`config.mk`:
```
export PLATFORM = sky130hd
export DESIGN_NAME = serial_addsub_ctrl
export DESIGN_NICKNAME = d
export VERILOG_FILES = /design/src/rtl/serial_addsub_ctrl.sv
export SDC_FILE = /design/constraint.sdc
export NUM_CORES = 1
export LEC_CHECK = 0
export ABC_AREA = 1
export BUFFER_PORTS_ARGS = -buffer_cell sky130_fd_sc_hd__buf_4
export CORE_ASPECT_RATIO = 1.75
export CORE_MARGIN = 2
export CORE_UTILIZATION = 30
export CTS_CLUSTER_DIAMETER = 150
export DETAILED_ROUTE_END_ITERATION = 6
export SYNTH_ARGS = -nofsm -noshare
export SYNTH_HDL_FRONTEND = slang
export SYNTH_SLANG_ARGS = --single-unit
```
`constraint.sdc`:
```
create_clock -name clk -period 1.32 [get_ports clk]
set_clock_uncertainty 0.2 [all_clocks]
set_input_delay 0.132 -clock clk [delete_from_list [all_inputs] [get_ports clk]]
set_output_delay 0.132 -clock clk [all_outputs]
set_load 0.1 [all_outputs]
```
`src/rtl/serial_addsub_ctrl.sv`:
```
// ---------------------------------------------------------------------------
// serial_addsub_ctrl
//
// Bit-serial sequencer for one shared combinational 1-bit add_sub cell.
// It latches two WIDTH-bit operands and an add/sub select. It then feeds the
// cell one bit pair per clock, LSB first, and keeps the carry/borrow in a
// register between clocks. The WIDTH-bit result is built up bit by bit.
// When the last bit is done, the final carry/borrow goes to cout and done
// pulses for one cycle.
//
// Ports
//   clk          rising-edge clock, sole clock domain
//   rst          synchronous reset, active-high
//   start        request, accepted only while idle
//   op           1 = add (a+b), 0 = subtract (a-b); also drives cell_en
//   a, b         operands, sampled on an accepted start
//   busy         high while a run is in progress or completing
//   done         one-cycle pulse; result/cout are valid from here on
//   result       a+b or a-b mod 2^WIDTH, held until the next accepted start
//   cout         final carry (add) or borrow (sub), held with result
//   cell_a/b     operand bits to the cell
//   cell_cin     carry-in / borrow-in to the cell
//   cell_en      add/sub select to the cell
//   cell_sum, cell_diff, cell_carry, cell_burrow   cell outputs
// ---------------------------------------------------------------------------
module serial_addsub_ctrl #(
    parameter int WIDTH = 8
) (
    input  logic             clk,
    input  logic             rst,
    input  logic             start,
    input  logic             op,
    input  logic [WIDTH-1:0] a,
    input  logic [WIDTH-1:0] b,
    output logic             busy,
    output logic             done,
    output logic [WIDTH-1:0] result,
    output logic             cout,
    output logic             cell_a,
    output logic             cell_b,
    output logic             cell_cin,
    output logic             cell_en,
    input  logic             cell_sum,
    input  logic             cell_diff,
    input  logic             cell_carry,
    input  logic             cell_burrow
);

    localparam int IDX_W = $clog2(WIDTH);
    localparam logic [IDX_W-1:0] LAST_IDX = IDX_W'(WIDTH - 1);

    typedef enum logic [1:0] {
        IDLE = 2'd0,
        RUN  = 2'd1,
        DONE = 2'd2
    } state_t;

    state_t           state_reg;
    state_t           state_next;

    logic [WIDTH-1:0] a_reg;
    logic [WIDTH-1:0] b_reg;
    logic             op_reg;
    logic             c_reg;
    logic [IDX_W-1:0] idx_reg;
    logic [WIDTH-1:0] result_reg;
    logic             cout_reg;

    logic             accept;
    logic             running;
    logic             last_bit;
    logic             cell_bit;
    logic             cell_c;

    assign accept   = (state_reg == IDLE) && start;
    assign running  = (state_reg == RUN);
    assign last_bit = (idx_reg == LAST_IDX);

    // The cell computes both add and subtract outputs. op_reg picks the one
    // that belongs to the current operation.
    assign cell_bit = op_reg ? cell_sum   : cell_diff;
    assign cell_c   = op_reg ? cell_carry : cell_burrow;

    // ---------------- FSM: state register ----------------
    always_ff @(posedge clk) begin
        if (rst) begin
            state_reg <= IDLE;
        end else begin
            state_reg <= state_next;
        end
    end

    // ---------------- FSM: next-state logic ----------------
    always_comb begin
        state_next = state_reg;
        case (state_reg)
            IDLE:    if (start) state_next = RUN;
            RUN:     if (last_bit) state_next = DONE;
            DONE:    state_next = IDLE;
            default: state_next = IDLE;
        endcase
    end

    // ---------------- FSM: outputs ----------------
    // Cell inputs are forced to 0 outside RUN. This keeps the shared cell
    // quiet while no run is in progress.
    always_comb begin
        busy     = 1'b0;
        done     = 1'b0;
        cell_a   = 1'b0;
        cell_b   = 1'b0;
        cell_cin = 1'b0;
        cell_en  = 1'b0;
        case (state_reg)
            RUN: begin
                busy     = 1'b1;
                cell_a   = a_reg[idx_reg];
                cell_b   = b_reg[idx_reg];
                cell_cin = c_reg;
                cell_en  = op_reg;
            end
            DONE: begin
                busy = 1'b1;
                done = 1'b1;
            end
            default: ;
        endcase
    end

    // ---------------- Operand / carry / index datapath ----------------
    always_ff @(posedge clk) begin
        if (rst) begin
            a_reg    <= '0;
            b_reg    <= '0;
            op_reg   <= 1'b0;
            c_reg    <= 1'b0;
            idx_reg  <= '0;
            cout_reg <= 1'b0;
        end else if (accept) begin
            a_reg   <= a;
            b_reg   <= b;
            op_reg  <= op;
            c_reg   <= 1'b0;     // cin starts at 0 for both add and subtract
            idx_reg <= '0;
        end else if (running) begin
            c_reg   <= cell_c;
            idx_reg <= idx_reg + 1'b1;
            if (last_bit) begin
                cout_reg <= cell_c;
            end
        end
    end

    // ---------------- Result bits, written in place ----------------
    // Each result bit has its own write enable, decoded from the bit index.
    // Bits keep their value outside RUN. The result therefore stays stable
    // after done until the next run overwrites it bit by bit.
    generate
        for (genvar gi = 0; gi < WIDTH; gi++) begin : g_result_bit
            always_ff @(posedge clk) begin
                if (rst) begin
                    result_reg[gi] <= 1'b0;
                end else if (running && (idx_reg == IDX_W'(gi))) begin
                    result_reg[gi] <= cell_bit;
                end
            end
        end
    endgenerate

    assign result = result_reg;
    assign cout   = cout_reg;

endmodule

```
Word-level counts from Yosys, hierarchy flattened --
Index checks and enable logic that the tools add are counted.
Storage, ports and cells: register bits 32, bits of input ports 24, logic and storage cells 59
Operators by class: bitwise operators 1, reductions and logical operators 15, add/subtract/negate cells 1, mux-type cells 15, magnitude comparators 1, equal/unequal tests 11
Operator list (count):
- $eq 3x3->1 const B | 4
- $mux 1 | 10
- $logic_and 1x1->1 | 9
- $bmux 1 s3 | 2
- $eq 3x2->1 const B | 2
- $lt 3x4->1 const B | 1
- $mux 2 | 2
- $pmux 2 s2 | 1
- $reduce_or 2->1 | 2
- $add 3x1->3 const B | 1
- $eq 3x1->1 const B | 1
- $logic_not 3->1 | 1
- $reduce_and 3->1 | 1
- $eq 2x1->1 const B | 1
- $eq 2x2->1 const B | 1
- $logic_not 2->1 | 1
- $ne 2x1->1 const B | 1
- $ne 2x2->1 const B | 1
- $reduce_and 2->1 | 1
- $not 1->1 | 1

Longest topological paths before layout --
depth in word-level cells 4, gate-level depth with buffers 9, depth with buffers taken out 8

Least setup slack after synthesis --
OpenSTA, ideal clock, no wires.
kind flip-flop to output port, start register state_reg[1], end output port cell_a, stages on the path, launching flop included 8, arrival time 1.532 ns, setup slack -0.544 ns, cell sequence dfxtp_1 -> inv_1 -> ha_1 -> buf_6 -> nand2_2 -> clkinv_2 -> nand2_1 -> nand2_1
Between the ends: cells in the longest elaborated chain, start to end 2
Ends and longest elaborated chain:
- start: declaration | RTL line 58 | state_t state_reg;
- start signal: assignment | RTL line 89 | state_reg <= state_next;
- $eq 2x1->1 | RTL line 114 | case (state_reg)
- $mux 1 | RTL line 114
- end: declaration | RTL line 39 | output logic cell_a,
No other way between the ends.

Final worst setup path --
Ends and elaborated chain as after synthesis.

==> impl_metrics.json <==
{
  "die_x_um": 59.04,
  "yosysSeqAreaShare_pct": 40.28,
  "period_share_pct": 130.5,
  "dr_total_vias": 1725,
  "synth_nets": 264,
  "cts_tree": "built",
  "die_area_mm2": 0.005922,
  "worstPathRequired_ns": 0.99,
  "r2r-end": "result[1]",
  "clockBufferDepth": 2,
  "synthesis.area_mm2": 0.001590,
  "whs_endpoint": "cout",
  "row_count": 35,
  "antenna_found_initial": 0,
  "wire_per_inst_um": 12.69,
  "setup.worst_path.start_class": "flip-flop",
  "htreeDepth": 2,
  "worst_slack_ns": -0.4032,
  "drtPass1Iterations": 4,
  "synth_edf_count": 0,
  "critPathMaxFanout": 3,
  "path_cells": "inv_2, ha_4, inv_4, nor2_4, nand2_2, nand2_4, buf_12",
  "grt_overflow_total": 0,
  "finalCriticalPeriod_ns": 1.723,
  "routed_wl_um": 4771,
  "yosys.cell_types.count": 19,
  "nFillCells": 454,
  "leakage_nw": 1.417,
  "place.gp.congestion": 0.7574,
  "setup_viol": 38,
  "grt_pass1_wl_um": 7962,
  "finalPower_mw": 5.680,
  "final_hold_viol_count": 0,
  "gr-usage-all-layers_pct": 17.65,
  "path_buf_inv": 3,
  "synth_area_leaders": "dfxtp_1, nand2_1, inv_1",
  "nets": 355,
  "antenna_cells": 0,
  "path_class": "flip-flop to output port",
  "syn_avg_cell_area_um2": 6.944,
  "synth_ff_type": "dfxtp_1",
  "whs_path_depth": 5,
  "critPathArrivalTime_ns": 1.39,
  "async_flop_share_pct": 0,
  "vdd_drop_max_mv": 1.660,
  "slew_violations": 0,
  "synthToLayoutAreaGrowth_pct": 93.78,
  "cts_buffers": 5,
  "fp.coreArea_mm2": 0.005167,
  "clkSlewWorstSetupHoldPaths_ns": 0.07,
  "routed_via_density": 4.588,
  "synth_cells": 229,
  "dp_hpwl_um": 2842,
  "drtAntennaViolNets": 0,
  "relSlewSlack_pct": 61.13,
  "grt_pass1_vias": 1832,
  "grt_setup_unrepaired": "yes",
  "root_buffer": "clkbuf_8",
  "yosys.area.top_type": "dfxtp_1",
  "r2r-start": "state_reg[1]",
  "ys_warn_count": 0,
  "yosysTopAreaCellShare_pct": 40.28,
  "power_density_mw_per_mm2": 1843,
  "yosys_register_bits": 32,
  "max_freq_mhz": 580.3,
  "tightest_slew_ns": 0.5822,
  "drive_gt1_share_pct": 52.96,
  "crit_slowest_cell": "dfxtp_2",
  "drtIter0Drc": 42,
  "holdCritStartpoint": "cell_carry",
  "port_buffers": 38,
  "start_util_pct": 30.77,
  "r2r_setup_slack_ns": -0.32,
  "outcome": "finished with violations",
  "r2r_cells": 10,
  "yosysMostFrequentCell": "nand2_1",
  "path_delay_family": "flip-flops",
  "min_path_type": "primary input to flip-flop",
  "violations": "setup timing",
  "cts_sinks": 32,
  "max_cap_viol_count": 0,
  "endpoint_kind": "output port",
  "top_level_ports": 39,
  "cp_slowest_stage_delay_ns": 0.33,
  "clock_latency_ns": 0.28,
  "ys_top_cells_by_count": "nand2_1, inv_1, dfxtp_1, a21oi_1, o21ai_0",
  "tns_ns": -7.874,
  "drc": 0,
  "grt_start_max_net_pins": 18,
  "die_h_um": 100.3
}
==> per-layer routing <==
metal	GRT usage (%)	wire length (um)	vias up
li1	-	-	885
met1	18.75	1863	803
met3	4.124	116	9
met2	31.62	2677	28
met4	8.217	114	0
met5	0	0	-
==> per-stage QoR <==
step                      utilization [%]  area (um2)  hold WS, ns  instances  worst slack [ns]
after detailed placement            43.44        2245       0.1111        337           -0.2018
after global routing                59.64        3082      0.08355        376           -0.4608
after CTS                           58.21        3008      0.04750        376           -0.3622
after floorplan                         -        1738    -0.006345        229           -0.1548
after global placement              43.44        2245       0.1093        337           -0.1873
final                               59.64        3082      0.04520        376           -0.4032
==> cells by family after synthesis <==
group,Yosys count,share of synthesized area (%)
adder cells (fa/ha/maj),11,8.654
AO/OA/AOI/OAI,47,14.79
AND/OR/NAND/NOR,92,23.92
flip-flops,32,40.28
buffers and inverters,47,12.35
==> worst max path at each step <==
stage	from	endpoint	slack, ns	depth (start not counted)
CTS	state_reg[1]	cell_cin	-0.36	6
floorplan	state_reg[1]	cell_a	-0.15	7
global placement	state_reg[1]	cell_a	-0.19	7
detailed placement	state_reg[1]	cell_a	-0.20	7
global route	state_reg[1]	cell_a	-0.46	7
finish	state_reg[1]	cell_a	-0.40	7
==> area by class of cell <==
type	count	area (um2)	share of cell area [%]
tap	55	68.82	2.233
inverter	40	167.7	5.441
clock inverter	1	30.03	0.9744
multi-input combinational	150	1129	36.62
timing repair buffer	91	923.4	29.96
clock buffer	7	96.34	3.126
sequential	32	666.9	21.64
==> worst reg2reg max path, stage by stage, from the launching register on <==
cell	delay (ns)
dfxtp_2	0.33
inv_2	0.08
ha_4	0.18
inv_4	0.05
nor2_4	0.15
buf_4	0.13
buf_4	0.09
buf_4	0.11
nand2_1	0.07
nor2_1	0.10
nor2_1	0.05
==> what timing repair did <==
item	CTS	global route
buffers inserted	9	7
hold endpoints to repair	20	0
endpoints found under the setup margin	37	38
resized for setup	90	34
gates cloned	3	0
hold buffers	20	0
pin swaps	18	25
==> report_power, final <==
part           internal, mW  switching [mW]  leakage [nW]
Combinational          1.47            1.86          1.08
Clock                 0.666           0.376        0.0645
Sequential             1.18           0.122         0.270
Total                  3.32            2.36          1.42
==> cells in the final DEF, fill, tap and decap left out, types with 10 or more instances in the layout <==
| cell type | n |
|---|---|
| dlygate4sd3_1 | 20 |
| nand2_4 | 10 |
| dfxtp_2 | 12 |
| a21oi_2 | 18 |
| nor2_1 | 14 |
| inv_1 | 28 |
| o21ai_2 | 13 |
| buf_4 | 50 |
| dfxtp_1 | 17 |
| buf_12 | 10 |
| nand2_1 | 44 |
| nand3_1 | 10 |
Power figures use the tool's default switching activity.
